==> src/rtl/pipe_stall_ctrl_pkg.sv <==
// Shared types, control-vector encodings and hazard helper for the stall/flush sequencer.
package pipe_stall_ctrl_pkg;

    typedef enum logic [0:0] {
        StRun   = 1'b0,
        StMwait = 1'b1
    } state_e;

    localparam logic [4:0] RegZero = 5'd0;

    typedef struct packed {
        logic pc_en;
        logic ifid_en;
        logic ifid_flush;
        logic idexe_en;
        logic idexe_flush;
        logic exemem_en;
        logic memwb_flush;
    } ctrl_t;

    localparam ctrl_t CtrlOff = '{pc_en: 1'b0, ifid_en: 1'b0, ifid_flush: 1'b0,
                                  idexe_en: 1'b0, idexe_flush: 1'b0, exemem_en: 1'b0,
                                  memwb_flush: 1'b0};

    localparam ctrl_t CtrlRun = '{pc_en: 1'b1, ifid_en: 1'b1, ifid_flush: 1'b0,
                                  idexe_en: 1'b1, idexe_flush: 1'b0, exemem_en: 1'b1,
                                  memwb_flush: 1'b0};

    // Whole pipe frozen; MEM/WB gets a bubble so the waiting op is not written back twice.
    localparam ctrl_t CtrlFreeze = '{pc_en: 1'b0, ifid_en: 1'b0, ifid_flush: 1'b0,
                                     idexe_en: 1'b0, idexe_flush: 1'b0, exemem_en: 1'b0,
                                     memwb_flush: 1'b1};

    localparam ctrl_t CtrlSquash = '{pc_en: 1'b1, ifid_en: 1'b1, ifid_flush: 1'b1,
                                     idexe_en: 1'b1, idexe_flush: 1'b1, exemem_en: 1'b1,
                                     memwb_flush: 1'b0};

    localparam ctrl_t CtrlBubble = '{pc_en: 1'b0, ifid_en: 1'b0, ifid_flush: 1'b0,
                                     idexe_en: 1'b1, idexe_flush: 1'b1, exemem_en: 1'b1,
                                     memwb_flush: 1'b0};

    function automatic logic load_use(input logic [4:0] rs, input logic [4:0] rt,
                                      input logic uses_rs, input logic uses_rt,
                                      input logic [4:0] wraddr, input logic wr_en,
                                      input logic is_load);
        logic match_rs;
        logic match_rt;
        match_rs = uses_rs & (rs == wraddr);
        match_rt = uses_rt & (rt == wraddr);
        return is_load & wr_en & (wraddr != RegZero) & (match_rs | match_rt);
    endfunction

endpackage

==> src/rtl/pipe_stall_ctrl_sat_counter.sv <==
// Up-counter that sticks at all-ones; synchronous clear, asynchronous active-high reset.
module sat_counter #(
    parameter int unsigned W = 16
) (
    input  logic         clk,
    input  logic         rst,
    input  logic         en,
    input  logic         clr,
    output logic [W-1:0] q
);

    logic [W-1:0] q_q;
    logic [W-1:0] q_d;

    always_comb begin
        q_d = q_q;
        if (clr) begin
            q_d = '0;
        end else if (en && (q_q != {W{1'b1}})) begin
            q_d = q_q + W'(1);
        end
    end

    always_ff @(posedge clk or posedge rst) begin
        if (rst) begin
            q_q <= '0;
        end else begin
            q_q <= q_d;
        end
    end

    assign q = q_q;

endmodule

==> src/rtl/pipe_stall_ctrl.sv <==
// Stall/flush sequencer for the 5-stage pipeline: load-use bubbles, branch squash,
// data-memory wait freeze with timeout flag, and a saturating stall-cycle counter.
module pipe_stall_ctrl
    import pipe_stall_ctrl_pkg::*;
#(
    parameter int unsigned MAX_WAIT = 16,
    parameter int unsigned CNT_W    = 16
) (
    input  logic             clk,
    input  logic             rst,
    input  logic [4:0]       ID_rs,
    input  logic [4:0]       ID_rt,
    input  logic             ID_uses_rs,
    input  logic             ID_uses_rt,
    input  logic [4:0]       EXE_wraddr,
    input  logic             EXE_wr_en,
    input  logic             EXE_is_load,
    input  logic             EXE_br_taken,
    input  logic             MEM_mem_op,
    input  logic             dmem_ack,
    output logic             dmem_req,
    output logic             pc_en,
    output logic             ifid_en,
    output logic             ifid_flush,
    output logic             idexe_en,
    output logic             idexe_flush,
    output logic             exemem_en,
    output logic             memwb_flush,
    output logic             mem_err,
    output logic [CNT_W-1:0] stall_cnt
);

    localparam int unsigned WaitW = $clog2(MAX_WAIT + 1);

    state_e           state_q, state_d;
    logic [WaitW-1:0] wait_cnt_q, wait_cnt_d;
    logic             mem_err_q, mem_err_d;
    logic             mem_hold;
    logic             hazard;
    ctrl_t            ctrl;

    // Mealy request: a fresh MEM op asks immediately, an outstanding one keeps asking.
    always_comb begin
        dmem_req = 1'b0;
        if (!rst) begin
            dmem_req = (state_q == StMwait) ? 1'b1 : MEM_mem_op;
        end
    end

    assign mem_hold = dmem_req & ~dmem_ack;

    assign hazard = load_use(ID_rs, ID_rt, ID_uses_rs, ID_uses_rt,
                             EXE_wraddr, EXE_wr_en, EXE_is_load);

    always_comb begin
        ctrl = CtrlRun;
        if (rst) begin
            ctrl = CtrlOff;
        end else if (mem_hold) begin
            ctrl = CtrlFreeze;
        end else if (EXE_br_taken) begin
            ctrl = CtrlSquash;
        end else if (hazard) begin
            ctrl = CtrlBubble;
        end
    end

    assign pc_en       = ctrl.pc_en;
    assign ifid_en     = ctrl.ifid_en;
    assign ifid_flush  = ctrl.ifid_flush;
    assign idexe_en    = ctrl.idexe_en;
    assign idexe_flush = ctrl.idexe_flush;
    assign exemem_en   = ctrl.exemem_en;
    assign memwb_flush = ctrl.memwb_flush;

    always_comb begin
        state_d    = state_q;
        wait_cnt_d = wait_cnt_q;
        mem_err_d  = mem_err_q;
        unique case (state_q)
            StRun: begin
                if (mem_hold) begin
                    state_d    = StMwait;
                    wait_cnt_d = WaitW'(1);
                end
            end
            StMwait: begin
                if (dmem_ack) begin
                    state_d    = StRun;
                    wait_cnt_d = '0;
                end else begin
                    // Timeout only flags the error; the access keeps waiting for its ack.
                    if (wait_cnt_q == WaitW'(MAX_WAIT - 1)) begin
                        mem_err_d = 1'b1;
                    end
                    if (wait_cnt_q < WaitW'(MAX_WAIT)) begin
                        wait_cnt_d = wait_cnt_q + WaitW'(1);
                    end
                end
            end
            default: begin
                state_d    = StRun;
                wait_cnt_d = '0;
            end
        endcase
    end

    always_ff @(posedge clk or posedge rst) begin
        if (rst) begin
            state_q    <= StRun;
            wait_cnt_q <= '0;
            mem_err_q  <= 1'b0;
        end else begin
            state_q    <= state_d;
            wait_cnt_q <= wait_cnt_d;
            mem_err_q  <= mem_err_d;
        end
    end

    assign mem_err = mem_err_q;

    sat_counter #(
        .W (CNT_W)
    ) u_stall_cnt (
        .clk (clk),
        .rst (rst),
        .en  (~rst & ~pc_en),
        .clr (1'b0),
        .q   (stall_cnt)
    );

endmodule

==> config.mk <==
export PLATFORM = sky130hd
export DESIGN_NAME = pipe_stall_ctrl
export DESIGN_NICKNAME = d
export VERILOG_FILES = /design/src/rtl/pipe_stall_ctrl_pkg.sv /design/src/rtl/pipe_stall_ctrl_sat_counter.sv /design/src/rtl/pipe_stall_ctrl.sv
export SDC_FILE = /design/constraint.sdc
export NUM_CORES = 1
export LEC_CHECK = 0
export CORE_UTILIZATION = 45
export CTS_CLUSTER_SIZE = 12
export DETAILED_ROUTE_END_ITERATION = 16
export DONT_BUFFER_PORTS = 1
export GPL_TIMING_DRIVEN = 0
export SYNTH_ARGS = -nofsm -noshare
export SYNTH_HDL_FRONTEND = slang
export SYNTH_SLANG_ARGS = --single-unit
==> constraint.sdc <==
create_clock -name clk -period 5.92 [get_ports clk]
set_input_delay 0.592 -clock clk [delete_from_list [all_inputs] [get_ports clk]]
set_output_delay 0.592 -clock clk [all_outputs]
set_load 0.01 [all_outputs]
# Yosys cells after proc, flatten, opt, wreduce, memory -nomap -nowiden
# Cells that the tools add are included.
totals:
  reg_bits: 23
  in_bits: 24
  output_inout_bits: 25
  elab_cells: 42
op_classes:
  addsub: 2
  magnitude_cmp: 1
  n_eq_ne: 6
  muxes: 13
  bitwise_logic: 12
  reduce_logical: 4
op_table:
  columns: ["cell", "n"]
  rows:
  - ["two-way mux 7 bit", 4]
  - ["adder 16 x 1 -> 16 bit (second input constant)", 1]
  - ["inequality test 16 bit (second input constant)", 1]
  - ["two-way mux 5 bit", 3]
  - ["== test 5 bit", 2]
  - ["case mux 5 bit (2 select lines)", 1]
  - ["bitwise AND 1 bit", 7]
  - ["adder 5 x 1 -> 5 bit (second input constant)", 1]
  - ["== test 5 x 4 -> 1 bit (second input constant)", 1]
  - ["less-than comparator 5 bit (second input constant)", 1]
  - ["nonzero test 5 bit", 1]
  - ["two-way mux 1 bit", 4]
  - ["NOT 1 bit", 4]
  - ["inequality test 3 x 2 -> 1 bit (second input constant)", 1]
  - ["AND reduction 3 bit", 1]
  - ["inequality test 2 bit (second input constant)", 1]
  - ["case mux 1 bit (2 select lines)", 1]
  - ["AND reduction 2 bit", 1]
  - ["logical AND 1 bit", 1]
  - ["OR 1 bit", 1]

# Logic depth before layout (Yosys ltp)
# Gate-level depths: netlist of the first run.
depth:
  word_depth: 11
  mapped_depth: 7
  mapped_depth_nobuf: 6

# By module
# Synthesis of the first run repeated with hierarchy kept, for this count alone.
hier_totals:
  cells_unflattened: 166
  area_unflattened_um2: 1511.4
modules_own_cells:
  columns: ["mod", "instances", "cells_each", "area_per_inst_um2", "seq_area_each_um2"]
  rows:
  - ["sat_counter", 1, 101, 932.1, 400.4]
  - ["pipe_stall_ctrl", 1, 65, 579.3, 175.2]

# Least setup slack after synthesis of the first run
# Ideal clock, no wire load.
synth_path:
  kind: "input -> output"
  startpoint: "input port EXE_wraddr[1]"
  endpoint: "output port pc_en"
  arrival_ns: 1.658
  required_ns: 5.328
  path_slack_ns: 3.670
  path_stages: 5
  path_buffers: 1
  cell_sequence: "or3_1 > o311a_1 > nand2_1 > o21a_1 > buf_4"
synth_between:
  elab_chain_len: 8
  word_cells_on_any_way: 12
  cone_classes: "eq/ne: 2; mux: 4; bitwise: 5; reduce/logical: 1"
synth_rtl:
  columns: ["item", "line", "source"]
  rows:
  - ["start: declaration", "pipe_stall_ctrl.sv:15", "input logic [4:0] EXE_wraddr,"]
  - ["== test 5 bit (on tied branches)", "pipe_stall_ctrl_pkg.sv:48, pipe_stall_ctrl_pkg.sv:49", null]
  - ["bitwise AND 1 bit (on tied branches)", "pipe_stall_ctrl_pkg.sv:48, pipe_stall_ctrl_pkg.sv:49", null]
  - ["OR 1 bit", "pipe_stall_ctrl_pkg.sv:50", "return is_load & wr_en & (wraddr != RegZero) & (match_rs | match_rt);"]
  - ["bitwise AND 1 bit (*)", "pipe_stall_ctrl_pkg.sv:50", null]
  - ["two-way mux 7 bit (*)", "pipe_stall_ctrl.sv:63", "end else if (hazard) begin"]
  - ["two-way mux 7 bit (*)", "pipe_stall_ctrl.sv:61", "end else if (EXE_br_taken) begin"]
  - ["two-way mux 7 bit (*)", "pipe_stall_ctrl.sv:59", "end else if (mem_hold) begin"]
  - ["two-way mux 7 bit (*)", "pipe_stall_ctrl.sv:57", "if (rst) begin"]
  - ["end: declaration", "pipe_stall_ctrl.sv:22", "output logic pc_en,"]
# Every way passes the cells marked *; elsewhere a longest branch is shown, timed or not.

# Worst setup path in the final report of the first run
layout_path:
  startpoint: "register state_q"
  endpoint: "output port pc_en"
layout_between:
  elab_chain_len: 5
layout_rtl:
  columns: ["item", "line", "source"]
  rows:
  - ["start: declaration", "pipe_stall_ctrl.sv:35", "state_e state_q, state_d;"]
  - ["start signal: assignment", "pipe_stall_ctrl.sv:110", "state_q <= StRun;"]
  - ["start signal: assignment", "pipe_stall_ctrl.sv:114", "state_q <= state_d;"]
  - ["two-way mux 1 bit", "pipe_stall_ctrl.sv:46", "dmem_req = (state_q == StMwait) ? 1'b1 : MEM_mem_op;"]
  - ["two-way mux 1 bit", "pipe_stall_ctrl.sv:45", "if (!rst) begin"]
  - ["bitwise AND 1 bit", "pipe_stall_ctrl.sv:50", "assign mem_hold = dmem_req & ~dmem_ack;"]
  - ["two-way mux 7 bit", "pipe_stall_ctrl.sv:59", null]
  - ["two-way mux 7 bit", "pipe_stall_ctrl.sv:57", null]
# Every way passes these cells.

==> run_summary.xml, run 1 <==
<?xml version="1.0" encoding="UTF-8"?>
<metrics>
  <group name="pwr">
    <metric name="ir_drop" unit="mV">0.180</metric>
    <metric name="p_leak" unit="nW">0.620</metric>
    <metric name="power-per-cell-area" unit="nW/µm²">249</metric>
    <metric name="design_power_total" unit="mW">0.355</metric>
  </group>
  <group name="synth">
    <metric name="synth_warnings" unit="">0</metric>
    <metric name="synthCells" unit="">140</metric>
    <metric name="synth.yosys.seq_area_share" unit="">0.423</metric>
    <metric name="netlist-cell-type-count" unit="">38</metric>
    <metric name="synth_nets" unit="">167</metric>
    <metric name="synthesized_area_per_cell" unit="µm²">9.71</metric>
    <metric name="synth.cell_area" unit="µm²">1360</metric>
    <metric name="ys_seq_elements" unit="">23</metric>
  </group>
  <group name="sta">
    <metric name="tightest_slew" unit="ns">0.856</metric>
    <metric name="max_clock_skew" unit="ns">0.00504</metric>
    <metric name="timing.slew.headroom" unit="">0.429</metric>
    <metric name="hold-worst-slack" unit="ns">0.337</metric>
    <metric name="timing.final.hold_violations" unit="">0</metric>
    <metric name="rsz0062_at_grt" unit="">false</metric>
    <metric name="layout_setup_ws" unit="ns">3.34</metric>
    <metric name="total_neg_setup_slack" unit="ns">0</metric>
    <metric name="share_of_the_clock_period_used_by_the_worst_path" unit="">0.435</metric>
    <metric name="final_period_minus_worst_setup_slack" unit="ns">2.58</metric>
    <metric name="report.final.slew_viol_count" unit="">0</metric>
    <metric name="setup_viol" unit="">0</metric>
    <metric name="highest_attainable_clock_frequency" unit="MHz">388</metric>
  </group>
  <group name="clocking">
    <metric name="clock_latency" unit="ns">0.30</metric>
    <metric name="root_buffer" unit="">clkbuf_4</metric>
    <metric name="h-tree-depth" unit="">1</metric>
    <metric name="tritoncts_num_sinks" unit="">23</metric>
    <metric name="postCtsResizedCells" unit="">0</metric>
    <metric name="cts.repair_timing.setup_buffer_count" unit="">0</metric>
    <metric name="cts_hold_buffers" unit="">0</metric>
    <metric name="cts_tree" unit="">built</metric>
    <metric name="worst_setup_hold_path_clk_slew" unit="ns">0.13</metric>
    <metric name="max_buffers_root_to_sink" unit="">2</metric>
    <metric name="tritoncts.num_buffers" unit="">3</metric>
  </group>
  <group name="floorplan">
    <metric name="core_area" unit="µm²">2810</metric>
    <metric name="die_area" unit="µm²">3250</metric>
    <metric name="dieHeight" unit="µm">57.0</metric>
    <metric name="io_pins" unit="">49</metric>
    <metric name="die_w" unit="µm">57.0</metric>
    <metric name="rows" unit="">19</metric>
    <metric name="start_util" unit="">0.485</metric>
  </group>
  <group name="setup_path">
    <metric name="worst_ep_required_time" unit="ns">5.33</metric>
    <metric name="setup.worst_path.end_class" unit="">primary output</metric>
    <metric name="worst-r2r-setup-slack" unit="ns">3.72</metric>
    <metric name="worst-path-max-fanout" unit="">9</metric>
    <metric name="crit_path_start_kind" unit="">flop</metric>
    <metric name="cp_data_arrival_time" unit="ns">1.98</metric>
    <metric name="rr_worst_depth" unit="">6</metric>
    <metric name="critical_path.reg2reg.startpoint" unit="">u_stall_cnt.q[0]$_DFFE_PP0P_</metric>
    <metric name="type_of_the_worst_setup_path" unit="">flop to primary output</metric>
    <metric name="crit-reg2reg-capture" unit="">u_stall_cnt.q[1]$_DFFE_PP0P_</metric>
  </group>
  <group name="global_route">
    <metric name="global_route_wire_length_before_repair" unit="mm">4.28</metric>
    <metric name="groute.usage.overall" unit="">0.168</metric>
    <metric name="first_global_vias" unit="">986</metric>
    <metric name="grt_start_max_net_pins" unit="">25</metric>
    <metric name="overflow" unit="">0</metric>
    <metric name="grt_antenna_before_repair" unit="">0</metric>
  </group>
  <group name="job">
    <metric name="maxCapViolations" unit="">0</metric>
  </group>
  <group name="outcome">
    <metric name="failed_checks" unit="">DRC</metric>
    <metric name="status" unit="">complete, but fails checks</metric>
  </group>
  <group name="final_layout">
    <metric name="layout_commonest_cell" unit="">dfrtp_1</metric>
    <metric name="n_fill_cell" unit="">265</metric>
    <metric name="design.final.nets" unit="">172</metric>
    <metric name="area_growth_syn_to_fin" unit="%">4.88</metric>
    <metric name="drive_above_1_share" unit="">0.125</metric>
    <metric name="n_antenna_cell" unit="">0</metric>
    <metric name="fin_util" unit="">0.508</metric>
    <metric name="final-instance-count-excl-fill" unit="">175</metric>
    <metric name="fin_area" unit="µm²">1430</metric>
    <metric name="most-common-layout-cells" unit="">dfrtp_1, nand2_1, xnor2_1, xor2_1</metric>
  </group>
  <group name="route">
    <metric name="postRouteWirelength" unit="mm">2.55</metric>
    <metric name="vias_post_dr" unit="">992</metric>
    <metric name="post_drt_via_cell_ratio" unit="">5.67</metric>
    <metric name="route.antenna.remaining_nets" unit="">0</metric>
    <metric name="iteration_0_drc_markers" unit="">52</metric>
    <metric name="detail_route.first_pass.iterations" unit="">10</metric>
    <metric name="route.detailed.drc" unit="">3</metric>
    <metric name="route.detailed.wl_per_inst" unit="µm">14.6</metric>
  </group>
  <group name="placed_design">
    <metric name="portBuffers" unit="">0</metric>
    <metric name="post-place-ws" unit="ns">3.47</metric>
    <metric name="final_gp_congestion" unit="">0.864</metric>
    <metric name="detailedPlacementHpwl" unit="mm">2.02</metric>
    <metric name="dp.cells" unit="">171</metric>
    <metric name="detailed_place.area" unit="µm²">1400</metric>
  </group>
  <group name="hold_path">
    <metric name="hold_class" unit="">input pin to async pin</metric>
  </group>
</metrics>
## cell families after synthesis
logic type / share of synthesized area
XOR/XNOR: 0.155
AO/OA/AOI/OAI: 0.0911
AND/OR/NAND/NOR: 0.235
multiplexers: 0.0350
buffers and inverters: 0.0340
adder cells (fa/ha/maj): 0.0276
flip-flops: 0.423
## worst max-delay path: stages, from the launching register on
cell and delay, ns:
dfrtp_1 0.37, buf_2 0.16, nor2_1 0.25, nor3_2 0.16, nor2_1 0.32, o21a_1 0.27
buf_4 0.15
## per-layer routing
layer  vias to the layer above  part of all wire  track usage
met4                         0            0.0067       0.0592
met2                        23              0.49        0.276
met1                       468              0.45        0.220
met5                         -                 0            0
li1                        499                 -            -
met3                         2             0.050       0.0363
## flip-flops by register name, summed over array words and instances, names as in the netlist
name           flops
mem_err            1
state_q            1
u_stall_cnt.q     16
wait_cnt_q         5
## cells in the mapped netlist
| cell type | n | area (µm²) |
|---|---|---|
| nor3_1 | 10 | 50.1 |
| or2_2 | 1 | 6.26 |
| o21a_1 | 1 | 7.51 |
| a31oi_1 | 1 | 6.26 |
| a41oi_2 | 1 | 16.3 |
| dfrtp_1 | 23 | 576 |
| o21ai_0 | 7 | 35.0 |
| inv_1 | 4 | 15.0 |
| and4_1 | 1 | 8.76 |
| nand3_1 | 4 | 20.0 |
| xor2_1 | 12 | 105 |
| a21o_1 | 1 | 7.51 |
| mux2_4 | 1 | 15.0 |
| nand2_1 | 14 | 52.6 |
| a32o_1 | 1 | 10.0 |
| o22ai_1 | 1 | 6.26 |
| nand2b_1 | 2 | 12.5 |
| and3_1 | 2 | 12.5 |
| ha_1 | 3 | 37.5 |
| mux2_2 | 2 | 22.5 |
| o311a_1 | 1 | 10.0 |
| a21oi_1 | 1 | 5.00 |
| mux2i_1 | 1 | 10.0 |
| nor3_2 | 1 | 10.0 |
| buf_6 | 1 | 11.3 |
| or3_4 | 1 | 11.3 |
| nand4_1 | 4 | 25.0 |
| o22ai_2 | 1 | 12.5 |
| nor4_1 | 3 | 18.8 |
| nor2_2 | 2 | 12.5 |
| or3_1 | 1 | 6.26 |
| nor3b_1 | 3 | 22.5 |
| a21boi_0 | 1 | 7.51 |
| buf_2 | 1 | 5.00 |
| nor2b_1 | 2 | 12.5 |
| nor2_1 | 10 | 37.5 |
| xnor2_1 | 12 | 105 |
| buf_4 | 2 | 15.0 |
## area by class of cell
type	instances	area [µm²]	share of cell area
Clock inverter	1	5.00	0.00351
Tap cell	31	38.8	0.0272
Buffer	4	31.3	0.0219
Multi-Input combinational cell	109	738	0.518
Inverter	4	15.0	0.0105
Sequential cell	23	576	0.404
Clock buffer	3	22.5	0.0158
## report_power, final
| group | leakage, nW | switching [mW] | internal [mW] |
|---|---|---|---|
| clock | 0.0177 | 0.0461 | 0.0252 |
| sequential | 0.301 | 0.0394 | 0.180 |
| combinational | 0.302 | 0.0316 | 0.0329 |
| total | 0.620 | 0.117 | 0.238 |
## worst max-delay path by stage
stage | slack (ns) | start | endpoint
6_report | 3.34 | state_q$_DFF_PP0_ | pc_en
5_1_grt | 3.20 | state_q$_DFF_PP0_ | pc_en
4_1_cts | 3.31 | state_q$_DFF_PP0_ | pc_en
3_5_place_dp | 3.47 | rst | u_stall_cnt.q[9]$_DFFE_PP0P_
3_3_place_gp | 3.50 | rst | u_stall_cnt.q[6]$_DFFE_PP0P_
2_1_floorplan | 3.67 | EXE_wraddr[1] | pc_en
Note: power is estimated with default switching activity, not from simulation.
==> inputs of run 2 (changes only) <==
Clock period 5.92 ns to 2.4 ns, I/O delays scaled along.
==> run 2 against run 1 <==
Compared with the run above: the flow finishes with violations (DRC, hold timing); largest cell class unchanged; clock skew is essentially flat; core utilization grew 0.36 points; die area is the same; worst hold slack lost 0.35 ns; clock power grew 150%.
==> run_summary.xml, run 2 (synthesis gave the netlist of run 1 again) <==
<?xml version="1.0" encoding="UTF-8"?>
<metrics>
  <group name="route">
    <metric name="route.detailed.wl_per_inst" unit="µm">14.6</metric>
    <metric name="detail_route.first_pass.iterations" unit="">10</metric>
    <metric name="postRouteWirelength" unit="mm">2.58</metric>
    <metric name="route.detailed.drc" unit="">4</metric>
    <metric name="post_drt_via_cell_ratio" unit="">5.67</metric>
    <metric name="route.antenna.remaining_nets" unit="">0</metric>
    <metric name="iteration_0_drc_markers" unit="">54</metric>
    <metric name="vias_post_dr" unit="">998</metric>
  </group>
  <group name="setup_path">
    <metric name="cp_data_arrival_time" unit="ns">1.99</metric>
    <metric name="worst-path-max-fanout" unit="">9</metric>
    <metric name="crit-reg2reg-capture" unit="">u_stall_cnt.q[1]$_DFFE_PP0P_</metric>
    <metric name="worst-r2r-setup-slack" unit="ns">0.20</metric>
    <metric name="crit_path_start_kind" unit="">flop</metric>
    <metric name="setup.worst_path.end_class" unit="">primary output</metric>
    <metric name="type_of_the_worst_setup_path" unit="">flop to primary output</metric>
    <metric name="critical_path.reg2reg.startpoint" unit="">u_stall_cnt.q[0]$_DFFE_PP0P_</metric>
    <metric name="rr_worst_depth" unit="">6</metric>
    <metric name="worst_ep_required_time" unit="ns">2.16</metric>
  </group>
  <group name="global_route">
    <metric name="groute.usage.overall" unit="">0.170</metric>
    <metric name="grt_start_max_net_pins" unit="">25</metric>
    <metric name="first_global_vias" unit="">1001</metric>
    <metric name="overflow" unit="">0</metric>
    <metric name="global_route_wire_length_before_repair" unit="mm">4.35</metric>
    <metric name="grt_antenna_before_repair" unit="">0</metric>
  </group>
  <group name="clocking">
    <metric name="root_buffer" unit="">clkbuf_4</metric>
    <metric name="worst_setup_hold_path_clk_slew" unit="ns">0.13</metric>
    <metric name="cts.repair_timing.setup_buffer_count" unit="">0</metric>
    <metric name="clock_latency" unit="ns">0.30</metric>
    <metric name="tritoncts_num_sinks" unit="">23</metric>
    <metric name="postCtsResizedCells" unit="">0</metric>
    <metric name="h-tree-depth" unit="">1</metric>
    <metric name="tritoncts.num_buffers" unit="">3</metric>
    <metric name="cts_tree" unit="">built</metric>
    <metric name="cts_hold_buffers" unit="">1</metric>
    <metric name="max_buffers_root_to_sink" unit="">2</metric>
  </group>
  <group name="hold_path">
    <metric name="hold_class" unit="">input pin to async pin</metric>
  </group>
  <group name="placed_design">
    <metric name="dp.cells" unit="">171</metric>
    <metric name="final_gp_congestion" unit="">0.864</metric>
    <metric name="detailedPlacementHpwl" unit="mm">2.02</metric>
    <metric name="portBuffers" unit="">0</metric>
  </group>
  <group name="sta">
    <metric name="final_period_minus_worst_setup_slack" unit="ns">2.23</metric>
    <metric name="hold-worst-slack" unit="ns">-0.0153</metric>
    <metric name="share_of_the_clock_period_used_by_the_worst_path" unit="">0.927</metric>
    <metric name="max_clock_skew" unit="ns">0.00506</metric>
    <metric name="timing.final.hold_violations" unit="">23</metric>
    <metric name="report.final.slew_viol_count" unit="">0</metric>
    <metric name="total_neg_setup_slack" unit="ns">0</metric>
    <metric name="setup_viol" unit="">0</metric>
    <metric name="rsz0062_at_grt" unit="">false</metric>
    <metric name="timing.slew.headroom" unit="">0.429</metric>
    <metric name="highest_attainable_clock_frequency" unit="MHz">449</metric>
    <metric name="tightest_slew" unit="ns">0.856</metric>
  </group>
  <group name="floorplan">
    <metric name="die_w" unit="µm">57.0</metric>
    <metric name="start_util" unit="">0.485</metric>
    <metric name="io_pins" unit="">49</metric>
    <metric name="core_area" unit="µm²">2810</metric>
    <metric name="rows" unit="">19</metric>
    <metric name="dieHeight" unit="µm">57.0</metric>
    <metric name="die_area" unit="µm²">3250</metric>
  </group>
  <group name="final_layout">
    <metric name="most-common-layout-cells" unit="">dfrtp_1, nand2_1, xnor2_1, xor2_1</metric>
    <metric name="drive_above_1_share" unit="">0.124</metric>
    <metric name="final-instance-count-excl-fill" unit="">176</metric>
    <metric name="area_growth_syn_to_fin" unit="%">5.61</metric>
    <metric name="design.final.nets" unit="">173</metric>
    <metric name="n_fill_cell" unit="">265</metric>
    <metric name="layout_commonest_cell" unit="">dfrtp_1</metric>
    <metric name="n_antenna_cell" unit="">0</metric>
    <metric name="largest_register_ff_count" unit="">16</metric>
  </group>
  <group name="pwr">
    <metric name="ir_drop" unit="mV">0.445</metric>
    <metric name="power-per-cell-area" unit="nW/µm²">611</metric>
    <metric name="design_power_total" unit="mW">0.877</metric>
    <metric name="p_leak" unit="nW">0.625</metric>
  </group>
  <group name="outcome">
    <metric name="failed_checks" unit="">DRC, hold timing</metric>
    <metric name="status" unit="">complete, but fails checks</metric>
  </group>
  <group name="job">
    <metric name="maxCapViolations" unit="">0</metric>
  </group>
</metrics>
==> run 2: changes by cell type in the layout (fill, tap and decap cells not counted) <==
| cell | before | now |
|---|---|---|
| dlygate4sd3_1 | 0 | 1 |
==> run 2: through the flow <==
stage | setup slack, ns | util | instance area (µm²)
6_report | 0.174 | 0.512 | 1440
5_1_grt | 0.0129 | 0.512 | 1440
4_1_cts | 0.145 | 0.512 | 1440
3_5_place_dp | 0.178 | 0.499 | 1400
3_3_place_gp | 0.161 | 0.499 | 1400
2_1_floorplan | 0.384 | - | 1360
==> run 2: metal layers <==
layer,track usage,vias to the layer above,routed length (µm)
li1,-,501,-
met1,0.223,471,1160
met2,0.281,24,1280
met3,0.0363,2,124
met4,0.0592,0,17
met5,0,-,0
==> run 2: area by class of cell <==
type | count | area, µm² | area share
repair buffers | 1 | 10.0 | 0.00697
clock buffers | 3 | 22.5 | 0.0157
flip-flops and latches | 23 | 576 | 0.401
plain buffers | 4 | 31.3 | 0.0218
well taps | 31 | 38.8 | 0.0270
clock inverters | 1 | 5.00 | 0.00348
multi-input cells | 109 | 738 | 0.514
inverters | 4 | 15.0 | 0.0105
==> run 2: worst max-delay path: stages, from the launching register on <==
cell	delay, ns
dfrtp_1	0.37
buf_2	0.16
nor2_1	0.25
nor3_2	0.15
nor2_1	0.33
o21a_1	0.27
buf_4	0.15
==> run 2: worst max path at each step <==
stage | startpoint | end | slack [ns] | cells after the start
finish | state_q$_DFF_PP0_ | pc_en | 0.17 | 6
global placement | u_stall_cnt.q[0]$_DFFE_PP0P_ | u_stall_cnt.q[1]$_DFFE_PP0P_ | 0.16 | 6
CTS | state_q$_DFF_PP0_ | pc_en | 0.15 | 6
detailed placement | u_stall_cnt.q[0]$_DFFE_PP0P_ | u_stall_cnt.q[1]$_DFFE_PP0P_ | 0.18 | 6
floorplan | u_stall_cnt.q[0]$_DFFE_PP0P_ | u_stall_cnt.q[1]$_DFFE_PP0P_ | 0.38 | 6
global route | state_q$_DFF_PP0_ | pc_en | 0.01 | 6
==> run 2: where the power goes <==
group	total [mW]	switching (mW)	internal, mW
combinational	0.161	0.0783	0.0823
clock	0.176	0.114	0.0621
sequential	0.541	0.0971	0.444
==> inputs of run 3 (changes only) <==
Settings changed: HOLD_SLACK_MARGIN set to 0.1.
==> run 3 against run 2 <==
Compared with the run above: the run ends with DRC left; worst setup slack worse by 0.0051 ns; cell count up 0.57%; design area up 0.96%; die area unchanged; worst hold slack better by 0.18 ns; register-to-register slack about the same; global-route usage up 0.19 points; critical path type unchanged.
==> run_summary.xml, run 3 (synthesis gave the netlist of run 1 again) <==
<?xml version="1.0" encoding="UTF-8"?>
<metrics>
  <group name="sta">
    <metric name="share_of_the_clock_period_used_by_the_worst_path" unit="">0.929</metric>
    <metric name="highest_attainable_clock_frequency" unit="MHz">448</metric>
    <metric name="rsz0062_at_grt" unit="">false</metric>
    <metric name="final_period_minus_worst_setup_slack" unit="ns">2.23</metric>
    <metric name="total_neg_setup_slack" unit="ns">0</metric>
    <metric name="setup_viol" unit="">0</metric>
    <metric name="timing.final.hold_violations" unit="">0</metric>
    <metric name="layout_setup_ws" unit="ns">0.169</metric>
    <metric name="timing.slew.headroom" unit="">0.627</metric>
    <metric name="tightest_slew" unit="ns">0.557</metric>
    <metric name="report.final.slew_viol_count" unit="">0</metric>
    <metric name="max_clock_skew" unit="ns">0.00513</metric>
    <metric name="hold-worst-slack" unit="ns">0.168</metric>
  </group>
  <group name="final_layout">
    <metric name="multiInputGateArea" unit="µm²">738</metric>
    <metric name="design.final.nets" unit="">174</metric>
    <metric name="fin_util" unit="">0.517</metric>
    <metric name="most-common-layout-cells" unit="">dfrtp_1, nand2_1, xnor2_1, xor2_1</metric>
    <metric name="final-instance-count-excl-fill" unit="">177</metric>
    <metric name="seq_area" unit="µm²">576</metric>
    <metric name="largest_register_ff_count" unit="">16</metric>
    <metric name="n_fill_cell" unit="">264</metric>
    <metric name="layout_commonest_cell" unit="">dfrtp_1</metric>
    <metric name="fin_area" unit="µm²">1450</metric>
    <metric name="drive_above_1_share" unit="">0.130</metric>
    <metric name="n_antenna_cell" unit="">0</metric>
    <metric name="area_growth_syn_to_fin" unit="%">6.62</metric>
  </group>
  <group name="clocking">
    <metric name="worst_setup_hold_path_clk_slew" unit="ns">0.12</metric>
    <metric name="max_buffers_root_to_sink" unit="">2</metric>
    <metric name="root_buffer" unit="">clkbuf_4</metric>
    <metric name="tritoncts_num_sinks" unit="">23</metric>
    <metric name="h-tree-depth" unit="">1</metric>
    <metric name="cts_tree" unit="">built</metric>
    <metric name="tritoncts.num_buffers" unit="">3</metric>
    <metric name="clock_latency" unit="ns">0.30</metric>
  </group>
  <group name="setup_path">
    <metric name="cp_slowest_stage_delay" unit="ns">0.37</metric>
    <metric name="type_of_the_worst_setup_path" unit="">flop to primary output</metric>
    <metric name="worst_path_max_delay_cell" unit="">dfrtp_1</metric>
    <metric name="most_frequent_cell_on_the_critical_path" unit="">nor2_1</metric>
    <metric name="worst-path-buf-inv" unit="">2</metric>
    <metric name="cp_cell_sequence" unit="">buf_2 &gt; nor2_1 &gt; nor3_2 &gt; nor2_1 &gt; o21a_1 &gt; buf_4</metric>
    <metric name="setup.worst_path.end_class" unit="">primary output</metric>
    <metric name="cp_data_arrival_time" unit="ns">1.99</metric>
    <metric name="path_depth" unit="">6</metric>
    <metric name="rr_worst_depth" unit="">6</metric>
    <metric name="worst_ep_required_time" unit="ns">2.16</metric>
    <metric name="crit_path_start_kind" unit="">flop</metric>
    <metric name="cell_class_contributing_the_biggest_share_of_worst_path_delay" unit="">simple AND/OR/NAND/NOR gates</metric>
    <metric name="worst-path-max-fanout" unit="">9</metric>
  </group>
  <group name="floorplan">
    <metric name="start_util" unit="">0.485</metric>
    <metric name="dieHeight" unit="µm">57.0</metric>
    <metric name="io_pins" unit="">49</metric>
    <metric name="core_area" unit="µm²">2810</metric>
    <metric name="die_area" unit="µm²">3250</metric>
    <metric name="rows" unit="">19</metric>
    <metric name="die_w" unit="µm">57.0</metric>
  </group>
  <group name="route">
    <metric name="post_drt_via_cell_ratio" unit="">5.69</metric>
    <metric name="route.detailed.drc" unit="">4</metric>
    <metric name="postRouteWirelength" unit="mm">2.59</metric>
    <metric name="detail_route.first_pass.iterations" unit="">10</metric>
    <metric name="vias_post_dr" unit="">1008</metric>
    <metric name="route.antenna.remaining_nets" unit="">0</metric>
    <metric name="route.detailed.wl_per_inst" unit="µm">14.6</metric>
    <metric name="iteration_0_drc_markers" unit="">59</metric>
  </group>
  <group name="placed_design">
    <metric name="post-place-ws" unit="ns">0.178</metric>
    <metric name="detailed_place.area" unit="µm²">1400</metric>
    <metric name="dp.cells" unit="">171</metric>
    <metric name="final_gp_congestion" unit="">0.864</metric>
    <metric name="portBuffers" unit="">0</metric>
    <metric name="detailedPlacementHpwl" unit="mm">2.02</metric>
  </group>
  <group name="pwr">
    <metric name="p_leak" unit="nW">0.624</metric>
    <metric name="ir_drop" unit="mV">0.445</metric>
    <metric name="power-per-cell-area" unit="nW/µm²">606</metric>
    <metric name="design_power_total" unit="mW">0.879</metric>
  </group>
  <group name="job">
    <metric name="maxCapViolations" unit="">0</metric>
  </group>
  <group name="global_route">
    <metric name="grt_start_max_net_pins" unit="">25</metric>
    <metric name="global_route_wire_length_before_repair" unit="mm">4.40</metric>
    <metric name="first_global_vias" unit="">1012</metric>
    <metric name="groute.usage.overall" unit="">0.172</metric>
    <metric name="overflow" unit="">0</metric>
    <metric name="grt_antenna_before_repair" unit="">0</metric>
  </group>
  <group name="hold_path">
    <metric name="hold_class" unit="">input pin to flop</metric>
    <metric name="hold_depth" unit="">3</metric>
  </group>
  <group name="outcome">
    <metric name="failed_checks" unit="">DRC</metric>
    <metric name="status" unit="">complete, but fails checks</metric>
  </group>
</metrics>
-- run 3: what timing repair did --
action                                  in CTS  in global routing
hold buffers                                 2                  0
hold endpoints to repair                    25                  0
buffers inserted                             0                  0
gates resized for setup                      0                  1
endpoints found under the setup margin       0                  8
-- run 3: metal layers --
| layer | share of wire | GRT usage | vias up |
|---|---|---|---|
| li1 | - | - | 504 |
| met1 | 0.45 | 0.228 | 478 |
| met2 | 0.49 | 0.282 | 24 |
| met3 | 0.048 | 0.0363 | 2 |
| met4 | 0.0066 | 0.0592 | 0 |
| met5 | 0 | 0 | - |
-- run 3: final cells by class --
class,count,area share
Multi-Input combinational cell,109,0.509
Sequential cell,23,0.397
Tap cell,31,0.0267
Buffer,4,0.0216
Clock buffer,3,0.0155
Timing Repair Buffer,2,0.0138
Inverter,4,0.0129
Clock inverter,1,0.00345
-- run 3: report_power, final --
group	total [mW]	switching, mW	leakage, nW	internal (mW)
Sequential	0.541	0.0971	0.301	0.444
Clock	0.176	0.114	0.0177	0.0621
Combinational	0.163	0.0793	0.305	0.0837
-- run 3: tightest hold or removal path: cells and delay by family --
family / cells / cell delay [ns]
AND/OR/NAND/NOR: 3 / 0.20
-- run 3: worst paths after layout --
check,from,end,slack [ns]
setup / recovery,state_q$_DFF_PP0_,pc_en,0.17
hold / removal,rst,state_q$_DFF_PP0_,0.17
setup reg to reg,u_stall_cnt.q[0]$_DFFE_PP0P_,u_stall_cnt.q[1]$_DFFE_PP0P_,0.20
hold reg to reg,mem_err$_DFFE_PP0P_,mem_err$_DFFE_PP0P_,0.54
max in group asynchronous,rst,state_q$_DFF_PP0_,1.67
min in group asynchronous,rst,u_stall_cnt.q[9]$_DFFE_PP0P_,0.44
